`config.mk`:
```
export PLATFORM = sky130hd
export DESIGN_NAME = mem_access_unit
export DESIGN_NICKNAME = d
export VERILOG_FILES = /design/src/rtl/mem_access_unit_pkg.sv /design/src/rtl/mem_access_unit_wait_counter.sv /design/src/rtl/mem_access_unit.sv
export SDC_FILE = /design/constraint.sdc
export NUM_CORES = 1
export LEC_CHECK = 0
export CORE_MARGIN = 2
export CORE_UTILIZATION = 40
export DETAILED_ROUTE_END_ITERATION = 16
export PLACE_DENSITY = 0.81
export SLEW_MARGIN = 20
export SYNTH_ARGS = -nofsm -noshare
export SYNTH_HDL_FRONTEND = slang
export SYNTH_SLANG_ARGS = --single-unit
```
`constraint.sdc`:
```
create_clock -name clk -period 1.7 [get_ports clk]
set_input_delay 0.51 -clock clk [delete_from_list [all_inputs] [get_ports clk]]
set_output_delay 0.51 -clock clk [all_outputs]
set_load 0.005 [all_outputs]
```
`src/rtl/mem_access_unit_pkg.sv`:
```
// Shared constants and state encoding for the memory access unit.
// Optional wait timeout is enabled by defining MAU_TIMEOUT_EN.
package mem_access_unit_pkg;

   localparam int unsigned MAU_WORD_SIZE      = 16;
   localparam int unsigned MAU_TIMEOUT_CYCLES = 64;

   // Sequencer states (2-bit encoding shared with the control unit)
   typedef enum logic [1:0] {
      MAU_IDLE    = 2'b00,
      MAU_RD_WAIT = 2'b01,
      MAU_WR_WAIT = 2'b10,
      MAU_DONE    = 2'b11
   } mau_state_e;

endpackage : mem_access_unit_pkg

```
`src/rtl/mem_access_unit_wait_counter.sv`:
```
// Saturating wait-cycle counter with synchronous clear/enable and a
// registered terminal-count flag that is high while the count sits at LIMIT-1.
// Only instantiated when MAU_TIMEOUT_EN is defined.
module mem_wait_counter #(
   parameter int unsigned LIMIT = 64
) (
   input  logic clk,
   input  logic reset_n,
   input  logic clear_i,
   input  logic en_i,
   output logic term_o
);

   localparam int unsigned CNT_W = (LIMIT > 2) ? $clog2(LIMIT) : 1;
   localparam logic [CNT_W-1:0] CNT_MAX = CNT_W'(LIMIT - 1);

   logic [CNT_W-1:0] cnt_q, cnt_d;
   logic             term_q;

   // Next count: clear wins, otherwise count up and hold at the maximum
   always_comb begin
      cnt_d = cnt_q;
      if (clear_i) begin
         cnt_d = '0;
      end else if (en_i && (cnt_q != CNT_MAX)) begin
         cnt_d = cnt_q + CNT_W'(1);
      end
   end

   // Count and terminal flag registers
   always_ff @(posedge clk) begin
      if (!reset_n) begin
         cnt_q  <= '0;
         term_q <= 1'b0;
      end else begin
         cnt_q  <= cnt_d;
         term_q <= (cnt_d == CNT_MAX);
      end
   end

   assign term_o = term_q;

endmodule : mem_wait_counter

```
`src/rtl/mem_access_unit.sv`:
```
// Multi-cycle memory port sequencer: turns control's level MemRead/MemWrite
// requests into one handshaked bus transaction each, loads IR/MDR and pulses done.
// Define MAU_TIMEOUT_EN to abort waits after TIMEOUT_CYCLES and flag mem_err.
module mem_access_unit
   import mem_access_unit_pkg::*;
#(
   parameter int unsigned WORD_SIZE      = MAU_WORD_SIZE,
   parameter int unsigned TIMEOUT_CYCLES = MAU_TIMEOUT_CYCLES
) (
   input  logic                 clk,
   input  logic                 reset_n,
   input  logic                 req_read,
   input  logic                 req_write,
   input  logic                 req_is_data,
   input  logic [WORD_SIZE-1:0] pc,
   input  logic [WORD_SIZE-1:0] alu_out,
   input  logic [WORD_SIZE-1:0] wdata,
   output logic                 readM,
   output logic                 writeM,
   output logic [WORD_SIZE-1:0] address,
   output logic [WORD_SIZE-1:0] mem_wdata,
   input  logic [WORD_SIZE-1:0] mem_rdata,
   input  logic                 inputReady,
   input  logic                 ackOutput,
   output logic [WORD_SIZE-1:0] ir,
   output logic [WORD_SIZE-1:0] mdr,
   output logic                 done,
   output logic                 busy,
   output logic                 mem_err
);

   mau_state_e state_q, state_d;

   logic [WORD_SIZE-1:0] addr_q, addr_d;
   logic [WORD_SIZE-1:0] wdat_q, wdat_d;
   logic                 is_data_q, is_data_d;
   logic [WORD_SIZE-1:0] ir_q, ir_d;
   logic [WORD_SIZE-1:0] mdr_q, mdr_d;
   logic                 err_q, err_d;
   logic                 read_q, write_q, done_q, busy_q;
   logic                 wait_tmo;

`ifdef MAU_TIMEOUT_EN
   logic cnt_clear, cnt_en;

   assign cnt_clear = (state_q == MAU_IDLE);
   assign cnt_en    = (state_q == MAU_RD_WAIT) || (state_q == MAU_WR_WAIT);

   mem_wait_counter #(
      .LIMIT (TIMEOUT_CYCLES)
   ) u_wait_cnt (
      .clk     (clk),
      .reset_n (reset_n),
      .clear_i (cnt_clear),
      .en_i    (cnt_en),
      .term_o  (wait_tmo)
   );
`else
   assign wait_tmo = 1'b0;
`endif

   // Next-state, transaction latch and capture logic
   always_comb begin
      state_d   = state_q;
      addr_d    = addr_q;
      wdat_d    = wdat_q;
      is_data_d = is_data_q;
      ir_d      = ir_q;
      mdr_d     = mdr_q;
      err_d     = err_q;
      case (state_q)
         MAU_IDLE: begin
            if (req_write) begin
               addr_d    = alu_out;
               wdat_d    = wdata;
               is_data_d = 1'b1;
               state_d   = MAU_WR_WAIT;
            end else if (req_read) begin
               addr_d    = req_is_data ? alu_out : pc;
               is_data_d = req_is_data;
               state_d   = MAU_RD_WAIT;
            end
         end
         MAU_RD_WAIT: begin
            if (inputReady) begin
               if (is_data_q) begin
                  mdr_d = mem_rdata;
               end else begin
                  ir_d = mem_rdata;
               end
               state_d = MAU_DONE;
            end else if (wait_tmo) begin
               err_d   = 1'b1;
               state_d = MAU_DONE;
            end
         end
         MAU_WR_WAIT: begin
            if (ackOutput) begin
               state_d = MAU_DONE;
            end else if (wait_tmo) begin
               err_d   = 1'b1;
               state_d = MAU_DONE;
            end
         end
         MAU_DONE: begin
            if (!req_read && !req_write) begin
               state_d = MAU_IDLE;
            end
         end
         default: state_d = MAU_IDLE;
      endcase
   end

   // State, datapath and registered output decode
   always_ff @(posedge clk) begin
      if (!reset_n) begin
         state_q   <= MAU_IDLE;
         addr_q    <= '0;
         wdat_q    <= '0;
         is_data_q <= 1'b0;
         ir_q      <= '0;
         mdr_q     <= '0;
         err_q     <= 1'b0;
         read_q    <= 1'b0;
         write_q   <= 1'b0;
         done_q    <= 1'b0;
         busy_q    <= 1'b0;
      end else begin
         state_q   <= state_d;
         addr_q    <= addr_d;
         wdat_q    <= wdat_d;
         is_data_q <= is_data_d;
         ir_q      <= ir_d;
         mdr_q     <= mdr_d;
         err_q     <= err_d;
         read_q    <= (state_d == MAU_RD_WAIT);
         write_q   <= (state_d == MAU_WR_WAIT);
         done_q    <= (state_d == MAU_DONE) && (state_q != MAU_DONE);
         busy_q    <= (state_d != MAU_IDLE);
      end
   end

   assign readM     = read_q;
   assign writeM    = write_q;
   assign address   = addr_q;
   assign mem_wdata = wdat_q;
   assign ir        = ir_q;
   assign mdr       = mdr_q;
   assign done      = done_q;
   assign busy      = busy_q;
`ifdef MAU_TIMEOUT_EN
   assign mem_err   = err_q;
`else
   assign mem_err   = 1'b0;
`endif

endmodule : mem_access_unit

```
==> results of run 1 <==
## final timing paths
check        cells past startpoint       endpoint         start  slack (ns)
max reg2reg                      5  mem_wdata[15]    state_q[1]        0.31
max                              1     address[7]    address[7]        0.04
min reg2reg                      2   mem_wdata[7]  mem_wdata[7]        0.46
min                              2   mem_wdata[7]  mem_wdata[7]        0.46
## cells in the final DEF (no fill, tap or decap), drive strengths merged
cell,instances
or3b,1
nor4,1
o22ai,1
dfxtp,71
a311oi,17
o21a,2
nor2,4
buf,26
or2,1
and4,1
o31ai,1
nand2,66
clkinvlp,1
nand4b,1
conb,1
mux2,1
nand4bb,1
clkbuf,9
o221ai,1
and2,1
bufinv,3
o21ai,50
nor3,1
nor3b,2
o22a,1
clkinv,3
dlygate4sd2,28
nand3,32
a21oi,34
clkdlybuf4s50,70
inv,3
dlymetal6s2s,40
## per-stage QoR
stage,hold WS [ns],power (µW),std cells
global placement,0.444,2690,555
floorplan,0.453,2220,326
detailed placement,0.451,2710,555
global route,0.481,4450,571
finish,0.457,4240,571
CTS,0.461,4300,571
## per-layer routing
metal | routed length (µm) | vias to the layer above | track usage [%]
li1 | - | 1436 | -
met3 | 539 | 8 | 4.81
met4 | 102 | 0 | 9.37
met5 | 0 | - | 0
met1 | 3170 | 1235 | 22.3
met2 | 3670 | 104 | 33.0
## flip-flops by register name, indices dropped and copies added (netlist names)
signal and cells:
is_data_q 1, readM 1, address 16, done 1
writeM 1, ir 16, mdr 16, mem_wdata 16
busy 1, state_q 2
## logic make-up (layout without fill, tap and decap cells)
family                 after synthesis  after routing  share of synthesized area (%)
AND/OR/NAND/NOR                    112            112                           18.2
AO/OA/AOI/OAI                      107            107                           24.1
flip-flops                          71             71                           50.5
buffers and inverters               34            183                           6.58
other                                1              1                          0.133
multiplexers                         1              1                          0.400
## worst register-to-register path, delay by kind of cell (launching register included)
family                 cells  cell delay, ns
buffers and inverters      2            0.36
AND/OR/NAND/NOR            2            0.48
AO/OA/AOI/OAI              1            0.07
flip-flops                 1            0.36
## layout make-up
type / count / area (µm²)
flip-flops and latches: 71 / 1450
clock buffers: 9 / 124
multi-input cells: 221 / 1210
inverters: 3 / 11.3
clock inverters: 7 / 120
repair buffers: 164 / 1720
well taps: 96 / 120
fillers: 549 / 2050
## repair_timing
item,in CTS,in global routing
setup endpoints to repair,42,43
hold endpoints to repair,0,0
hold buffers,0,0
buffers inserted,0,0
gates resized for setup,43,46
## power groups by stage
stage                     logic (µW)  registers, µW  clock network [µW]
after global routing             869           1850                1730
after detailed placement         835           1870                   0
after floorplan                  351           1870                   0
final                            789           1840                1620
after CTS                        810           1840                1650
after global placement           820           1870                   0
==> key figures, run 1 <==
Setup path
  – Crit Path Max Fanout: 2
  – Worst path arrival time: 1.15 ns
  – Crit path max-delay family: buffers and inverters
  – Worst setup EP type: output port
  – Cell Chain, Critical Path: clkdlybuf4s50_1
  – CP bufs+invs: 1
  – Crit-path slowest cell: clkdlybuf4s50_1
  – Setup CP Type: register to output port
  – CP peak stage delay: 0.49 ns
  – CP required: 1.19 ns
  – Startpoint types: register

Synthesis
  – Post-Synthesis Cells: 326
  – Ys async rst share: 0%
  – Post-synthesis register bit count: 71
  – Most frequent cells after synthesis: dfxtp_1 (71), nand2_1 (66), o21ai_0 (50)
  – Most common cell in the netlist: dfxtp_1
  – Ranking of synthesized cells by area: dfxtp_1 (51%), o21ai_0 (8.9%), nand2_1 (8.8%), a21oi_1 (6.0%), nand3_1 (5.7%)
  – Synth Flop Type: dfxtp_1
  – Synth unique cells: 33
  – Sequential element share of the synthesized area: 50.5%
  – Number of synthesized flops with an enable pin: 0
  – Syn nets: 397
  – Synth area leader: dfxtp_1
  – YS warnings: 0
  – Post-synthesis instance area: 2810 µm²
  – Synthesized area per cell: 8.63 µm²
  – Share of the synthesized area in the top cell type: 50.5%

Power and ir drop
  – Total net switching power: 1030 µW
  – Net Sw Frac: 24.3%
  – Pint: 3220 µW
  – Worst VDD drop: 0.440 mV
  – Combinational fraction of design power: 18.6%
  – Clk network pwr share: 38.2%
  – Seq pwr share: 43.2%
  – Leakage power: 0.00247 µW
  – PD cells: 894 nW/µm²

Finish
  – Layout cells sized above 1: 15.8%
  – Synthesis-to-layout area growth: 68.8%
  – Antenna Cells: 0
  – Util after Layout: 69.9%
  – Design Area, Final: 4750 µm²
  – NumNets Final: 541

Timing
  – Fmax: 0.603 GHz
  – Min Clock Period, post-route: 1.66 ns
  – Max-slew violation count: 0
  – Fin crit share: 97.5%
  – Setup TNS: 0 ns
  – Worst Skew: 0.00557 ns
  – Hold Vio Cnt, Final: 0
  – Final setup viols: 0
  – Final worst slack: 0.0428 ns

Global route
  – Vias in the first global route: 2692
  – Initial antenna violation count: 0
  – GR Overflow Total: 0
  – GRT Util Overall: 19.2%
  – Largest net degree at the start of global routing: 33
  – First-pass GRT wire length: 11.8 mm

Route
  – DRT Pass-1 Iters: 4
  – DRC Markers: 0
  – Initial drt markers: 142
  – Total routed wirelength: 7.48 mm
  – Antenna viol nets, final: 0
  – Vias per std cell: 4.87
  – Vias: 2783
  – Routed len/inst: 13.1 µm

Floorplanning
  – Core footprint: 6790 µm²
  – Ports: 140
  – Die Wd: 87.9 µm
  – Die area: 7720 µm²
  – Initial cell density of the core: 41.4%
  – Die Y: 87.9 µm
  – Core Rows: 30

Place
  – Buffers on Ports: 138
  – Placer Congestion: 0.818
  – Dpl ws: -0.327 ns
  – HPWL Detailed: 5.62 mm
  – Placed cell area: 4410 µm²

CTS
  – Max clock buf depth: 2
  – CTS tree: done
  – Worst-Skew Late Latency: 0.33 ns
  – H-tree depth: 3
  – CTS root buf: clkbuf_8
  – Clock sink count: 71
  – CTS clock-pin slew for the worst setup and hold paths: 0.07 ns
  – Total CTS buffers: 9

Worst hold path
  – Min-Delay Path Class: register to register

Run
  – Max cap viols: 0

Run status
  – Status: finished, final reports clean
(Power assumes the default switching activity.)
==> inputs of run 2 (changes only) <==
- GPL_TIMING_DRIVEN: unset -> 0
==> run 2 against run 1 <==
Compared with the run above: sequential power barely moved; worst hold slack got worse by 0.0048 ns; flip-flop and latch count did not move; clock skew rose by 0.0076 ns; register-to-register slack got worse by 0.06 ns; clock power fell by 20%; clock-buffer cell count rose by 2; core utilization fell by 2.1 points; maximum frequency rose by 0.11%; wire length rose by 9.1%.
==> key figures, run 2 (synthesis results as in run 1) <==
Run status
  – Status: finished, final reports clean (unchanged)

Timing
  – Setup TNS: 0 ns (unchanged)
  – RSZ-0062 raised after global routing: no
  – Final setup viols: 0 (unchanged)
  – Min Clock Period, post-route: 1.66 ns (about the same)
  – Worst rel slew slack: 59.1%
  – Final worst slack: 0.0446 ns (was 0.0428 ns)
  – Fin crit share: 97.4% (was 97.5%)
  – Max-slew violation count: 0 (unchanged)
  – Fmax: 0.604 GHz (was 0.603 GHz)
  – Hold Vio Cnt, Final: 0 (unchanged)
  – Worst slew pin tran: 0.614 ns
  – Worst Skew: 0.0132 ns (was 0.00557 ns)

Setup path
  – Crit-path slowest cell: clkdlybuf4s50_1 (unchanged)
  – R2R Setup Slk: 0.25 ns (was 0.31 ns)
  – CP required: 1.19 ns (about the same)
  – Cell Chain, Critical Path: clkdlybuf4s50_1 (unchanged)
  – Worst path arrival time: 1.15 ns (about the same)
  – CP peak stage delay: 0.49 ns (about the same)
  – Setup CP Type: register to output port (unchanged)
  – Crit path max-delay family: buffers and inverters (unchanged)
  – R2R depth: 5 (unchanged)
  – Reg2reg start: state_q[1] (unchanged)
  – Startpoint types: register (unchanged)
  – Crit Path Max Fanout: 2 (unchanged)
  – CP bufs+invs: 1 (unchanged)
  – Worst setup EP type: output port (unchanged)
  – Reg2reg end: mdr[12] (was mem_wdata[15])

Route
  – Vias per std cell: 5.14 (was 4.87)
  – Highest routed layer: met4 (unchanged)
  – Met3 Wirelength: 633 µm (was 539 µm)
  – Antenna viol nets, final: 0 (unchanged)
  – Vias: 2955 (was 2783)
  – Met2 WL: 3.92 mm (was 3.67 mm)
  – DRT Pass-1 Iters: 4 (unchanged)
  – DRC Markers: 0 (unchanged)
  – Initial drt markers: 107 (was 142)
  – Routed len/inst: 14.2 µm (was 13.1 µm)
  – Total routed wirelength: 8.16 mm (was 7.48 mm)
  – Met1 wire length: 3.48 mm (was 3.17 mm)

Finish
  – Design Area, Final: 4600 µm² (was 4750 µm²)
  – Antenna Cells: 0 (unchanged)
  – Commonest cells after routing, fill and taps aside: clkdlybuf4s50_1 (68), nand2_1 (66), o21ai_0 (50), dfxtp_1 (48), dlymetal6s2s_1 (41) (was clkdlybuf4s50_1 (70), nand2_1 (66), dfxtp_1 (51), o21ai_0 (50), dlymetal6s2s_1 (40))
  – Synthesis-to-layout area growth: 63.7% (was 68.8%)
  – Multi-input logic area: 1210 µm² (about the same)
  – Layout cells sized above 1: 14.0% (was 15.8%)
  – Filler instances: 573 (was 549)
  – Reg area: 1450 µm² (about the same)
  – Most common cell after layout, fill and taps aside: clkdlybuf4s50_1 (unchanged)
  – NumNets Final: 545 (was 541)
  – Post-Layout Cell Count: 575 (was 571)

Worst hold path
  – Min-Delay Path Class: register to register (unchanged)
  – Hold wc startpoint: mem_wdata[12] (was mem_wdata[7])
  – Hold Path End: mem_wdata[12] (was mem_wdata[7])
  – WHS Path Cells: 2 (unchanged)

Place
  – Placed cell area: 4300 µm² (was 4410 µm²)
  – Placed cell count: 559 (was 555)
  – Dpl ws: -0.471 ns (was -0.327 ns)
  – HPWL Detailed: 6.06 mm (was 5.62 mm)
  – Placer Congestion: 0.829 (was 0.818)
  – Buffers on Ports: 137 (was 138)

CTS
  – CTS root buf: clkbuf_8 (unchanged)
  – Worst-Skew Late Latency: 0.34 ns (was 0.33 ns)
  – Setup bufs post-CTS: 0 (unchanged)
  – Max clock buf depth: 2 (unchanged)
  – H-tree depth: 3 (unchanged)
  – CTS tree: done (unchanged)
  – CTS clock-pin slew for the worst setup and hold paths: 0.07 ns (about the same)
  – Clock sink count: 71 (unchanged)
  – Total CTS buffers: 9 (unchanged)

Floorplanning
  – Die area: 7720 µm² (unchanged)
  – Core Rows: 30 (unchanged)
  – Initial cell density of the core: 41.4% (unchanged)
  – Core footprint: 6790 µm² (unchanged)
  – Die Wd: 87.9 µm (unchanged)
  – Ports: 140 (unchanged)
  – Die Y: 87.9 µm (unchanged)

Global route
  – GR Overflow Total: 0 (unchanged)
  – Largest net degree at the start of global routing: 13 (was 33)
  – Initial antenna violation count: 0 (unchanged)
  – GRT Util Overall: 20.6% (was 19.2%)
  – First-pass GRT wire length: 12.4 mm (was 11.8 mm)
  – Vias in the first global route: 2726 (was 2692)

Power and ir drop
  – Total Power: 3890 µW (was 4240 µW)
  – Worst VDD drop: 0.558 mV (was 0.440 mV)
  – Leakage power: 0.00240 µW (was 0.00247 µW)
  – PD cells: 845 nW/µm² (was 894 nW/µm²)

Run
  – Max cap viols: 0 (unchanged)
## run 2: tightest hold or removal path, stage by stage, from the launching register on
cell,delay [ns]
dfxtp_1,0.31
nand2_1,0.05
a21oi_1,0.05
## run 2: layout make-up
class	instances	share of cell area, %
buffer	31	3.94
clock buffer	11	2.85
clock inverter	5	1.28
inverter	3	0.245
multi-input combinational	221	26.3
sequential	71	31.5
tap	96	2.61
timing repair buffer	137	31.3
## run 2: worst max path at each step
| stage | startpoint | to | slack (ns) | cells after the start |
|---|---|---|---|---|
| after global placement | req_write | busy | -0.41 | 5 |
| after CTS | ir[9] | ir[9] | 0.0004 | 1 |
| after detailed placement | req_write | address[9] | -0.47 | 6 |
| final | address[13] | address[13] | 0.04 | 1 |
| after floorplan | req_read | address[10] | 0.29 | 5 |
| after global routing | address[13] | address[13] | 0.006 | 1 |
## run 2: where the power goes
group	switching, µW	total (µW)	internal, µW
registers	54.3	1830	1780
clock network	614	1290	679
logic	346	766	419
## run 2: what timing repair did
action                                  CTS  global route
gates resized for setup                  46            51
pin swaps                                 0             1
endpoints found under the hold margin     0             0
hold buffers                              0             0
endpoints found under the setup margin   67            47
## run 2: per-stage QoR
step | hold slack (ns) | util [%]
6_report | 0.452 | 67.8
5_1_grt | 0.476 | 67.8
4_1_cts | 0.458 | 66.0
3_5_place_dp | 0.448 | 63.4
3_3_place_gp | 0.441 | 63.4
2_1_floorplan | 0.453 | -
## run 2: routing by layer
layer | GRT usage (%) | vias to the layer above
li1 | - | 1448
met1 | 24.6 | 1365
met2 | 34.7 | 130
met3 | 4.81 | 12
met4 | 10.1 | 0
met5 | 0 | -
==> inputs of run 3 (changes only) <==
- DONT_BUFFER_PORTS: unset -> 1
- GPL_ROUTABILITY_DRIVEN: unset -> 0
- PLACE_DENSITY: 0.81 -> 0.55
==> run 3 against run 2 <==
Compared with the run above: sequential share of layout area rose by 14 points; global-route usage decreased by 2.3 points; non-clock buffer count down 137; combinational power shrank 44%; core utilization shrank 22 points; final cell count down 24%; largest cell class is now flip-flops and latches; cell area fell by 32%; clock skew is essentially flat; worst setup slack gained 0.20 ns; maximum frequency grew 14%; first-iteration DRC count fell by 20%; clock-buffer cell count down 2.
==> key figures, run 3 (synthesis results as in run 1) <==
Setup path
  – Setup CP Type: register to register (was register to output port)
  – Worst setup EP type: register (was output port)
  – Cell Chain, Critical Path: buf_4, nand4bb_1, clkbuf_1, o21ai_0 (was clkdlybuf4s50_1)
  – CP peak stage delay: 0.38 ns (was 0.49 ns)
  – Crit Path Max Fanout: 10 (was 2)
  – Crit-path slowest cell: clkbuf_1 (was clkdlybuf4s50_1)
  – CP required: 1.91 ns (was 1.19 ns)
  – Startpoint types: register (unchanged)
  – Worst path arrival time: 1.66 ns (was 1.15 ns)

CTS
  – Post-CTS Hold Buffers: 0 (unchanged)
  – CTS root buf: clkbuf_8 (unchanged)
  – Total CTS buffers: 9 (unchanged)
  – Clock sink count: 71 (unchanged)
  – CTS clock-pin slew for the worst setup and hold paths: 0.08 ns (was 0.07 ns)
  – Setup bufs post-CTS: 0 (unchanged)
  – H-tree depth: 3 (unchanged)
  – # resized after CTS: 0 (was 46)
  – Max clock buf depth: 2 (unchanged)
  – CTS tree: done (unchanged)
  – Worst-Skew Late Latency: 0.35 ns (was 0.34 ns)

Finish
  – Most common cell after layout, fill and taps aside: dfxtp_1 (was clkdlybuf4s50_1)
  – Synthesis-to-layout area growth: 11.3% (was 63.7%)
  – Filler instances: 710 (was 573)
  – Layout cells sized above 1: 13.2% (was 14.0%)
  – Commonest cells after routing, fill and taps aside: dfxtp_1 (71), nand2_1 (66), o21ai_0 (50), a21oi_1 (34), nand3_1 (32) (was clkdlybuf4s50_1 (68), nand2_1 (66), o21ai_0 (50), dfxtp_1 (48), dlymetal6s2s_1 (41))
  – NumNets Final: 408 (was 545)
  – Antenna Cells: 0 (unchanged)
  – Design Area, Final: 3130 µm² (was 4600 µm²)

Floorplanning
  – Ports: 140 (unchanged)
  – Die area: 7720 µm² (unchanged)
  – Die Y: 87.9 µm (unchanged)
  – Core footprint: 6790 µm² (unchanged)
  – Core Rows: 30 (unchanged)
  – Initial cell density of the core: 41.4% (unchanged)
  – Die Wd: 87.9 µm (unchanged)

Route
  – DRC Markers: 0 (unchanged)
  – Total routed wirelength: 7.11 mm (was 8.16 mm)
  – Vias: 2353 (was 2955)
  – DRT Pass-1 Iters: 4 (unchanged)
  – Vias per std cell: 5.37 (was 5.14)
  – Initial drt markers: 86 (was 107)
  – Routed len/inst: 16.2 µm (was 14.2 µm)
  – Antenna viol nets, final: 0 (unchanged)

Place
  – Dpl ws: 0.0601 ns (was -0.471 ns)
  – HPWL Detailed: 5.22 mm (was 6.06 mm)
  – Buffers on Ports: 0 (was 137)
  – Placed cell area: 2930 µm² (was 4300 µm²)

Timing
  – Min Clock Period, post-route: 1.45 ns (was 1.66 ns)
  – Fmax: 0.689 GHz (was 0.604 GHz)
  – Worst hold slack: 0.275 ns (was 0.452 ns)
  – Fin crit share: 85.3% (was 97.4%)
  – Hold Vio Cnt, Final: 0 (unchanged)
  – Worst rel slew slack: 60.6% (was 59.1%)
  – Max-slew violation count: 0 (unchanged)
  – RSZ-0062 raised after global routing: no (unchanged)
  – Setup TNS: 0 ns (unchanged)
  – Final worst slack: 0.250 ns (was 0.0446 ns)
  – Worst slew pin tran: 0.591 ns (was 0.614 ns)
  – Final setup viols: 0 (unchanged)
  – Worst Skew: 0.0129 ns (was 0.0132 ns)

Worst hold path
  – Min-Delay Path Class: input pin to register (was register to register)

Power and ir drop
  – PD cells: 1150 nW/µm² (was 845 nW/µm²)
  – Leakage power: 0.00108 µW (was 0.00240 µW)
  – Total Power: 3620 µW (was 3890 µW)
  – Worst VDD drop: 0.495 mV (was 0.558 mV)

Global route
  – First-pass GRT wire length: 10.8 mm (was 12.4 mm)
  – GRT Util Overall: 18.3% (was 20.6%)
  – Initial antenna violation count: 0 (unchanged)
  – Vias in the first global route: 2218 (was 2726)
  – Largest net degree at the start of global routing: 14 (was 13)
  – GR Overflow Total: 0 (unchanged)

Run
  – Max cap viols: 0 (unchanged)

Run status
  – Status: finished, final reports clean (unchanged)
run 3: path summary, 6_finish.rpt:
kind                  end  slack (ns)          from  cells past startpoint
max                 ir[6]        0.25    state_q[1]                      4
min reg2reg  mem_wdata[0]        0.47  mem_wdata[0]                      2
max reg2reg         ir[6]        0.25    state_q[1]                      4
min             is_data_q        0.27      req_read                      1
run 3: through the flow:
| step | std cells | utilization [%] |
|---|---|---|
| after floorplan | 326 | - |
| after global placement | 422 | 43.2 |
| after detailed placement | 422 | 43.2 |
| after CTS | 438 | 46.1 |
| after global routing | 438 | 46.1 |
| final | 438 | 46.1 |
run 3: critical path: cells and delay by family, from the launching register on:
kind / cells / cell delay (ns)
AOI/OAI and AO/OA: 1 / 0.18
buffers and inverters: 2 / 0.56
DFF: 1 / 0.35
and+or+nand+nor: 1 / 0.24
run 3: per-layer routing:
| metal | track usage (%) | up-vias | wire [µm] |
|---|---|---|---|
| li1 | - | 1172 | - |
| met1 | 20.9 | 1076 | 2900 |
| met2 | 30.3 | 98 | 3390 |
| met3 | 7.63 | 7 | 738 |
| met4 | 7.13 | 0 | 87 |
| met5 | 0 | - | 0 |
run 3: final cells by class:
cell class	instances	area (µm²)	area share [%]
Buffer	31	174	5.56
Clock buffer	9	124	3.96
Clock inverter	7	73.8	2.36
Inverter	3	11.3	0.360
Multi-Input combinational cell	221	1210	38.5
Sequential cell	71	1420	45.4
Tap cell	96	120	3.84
run 3: report_power, final:
group / internal [µW] / switching (µW)
Sequential: 1770 / 83.4
Combinational: 169 / 259
Clock: 679 / 651
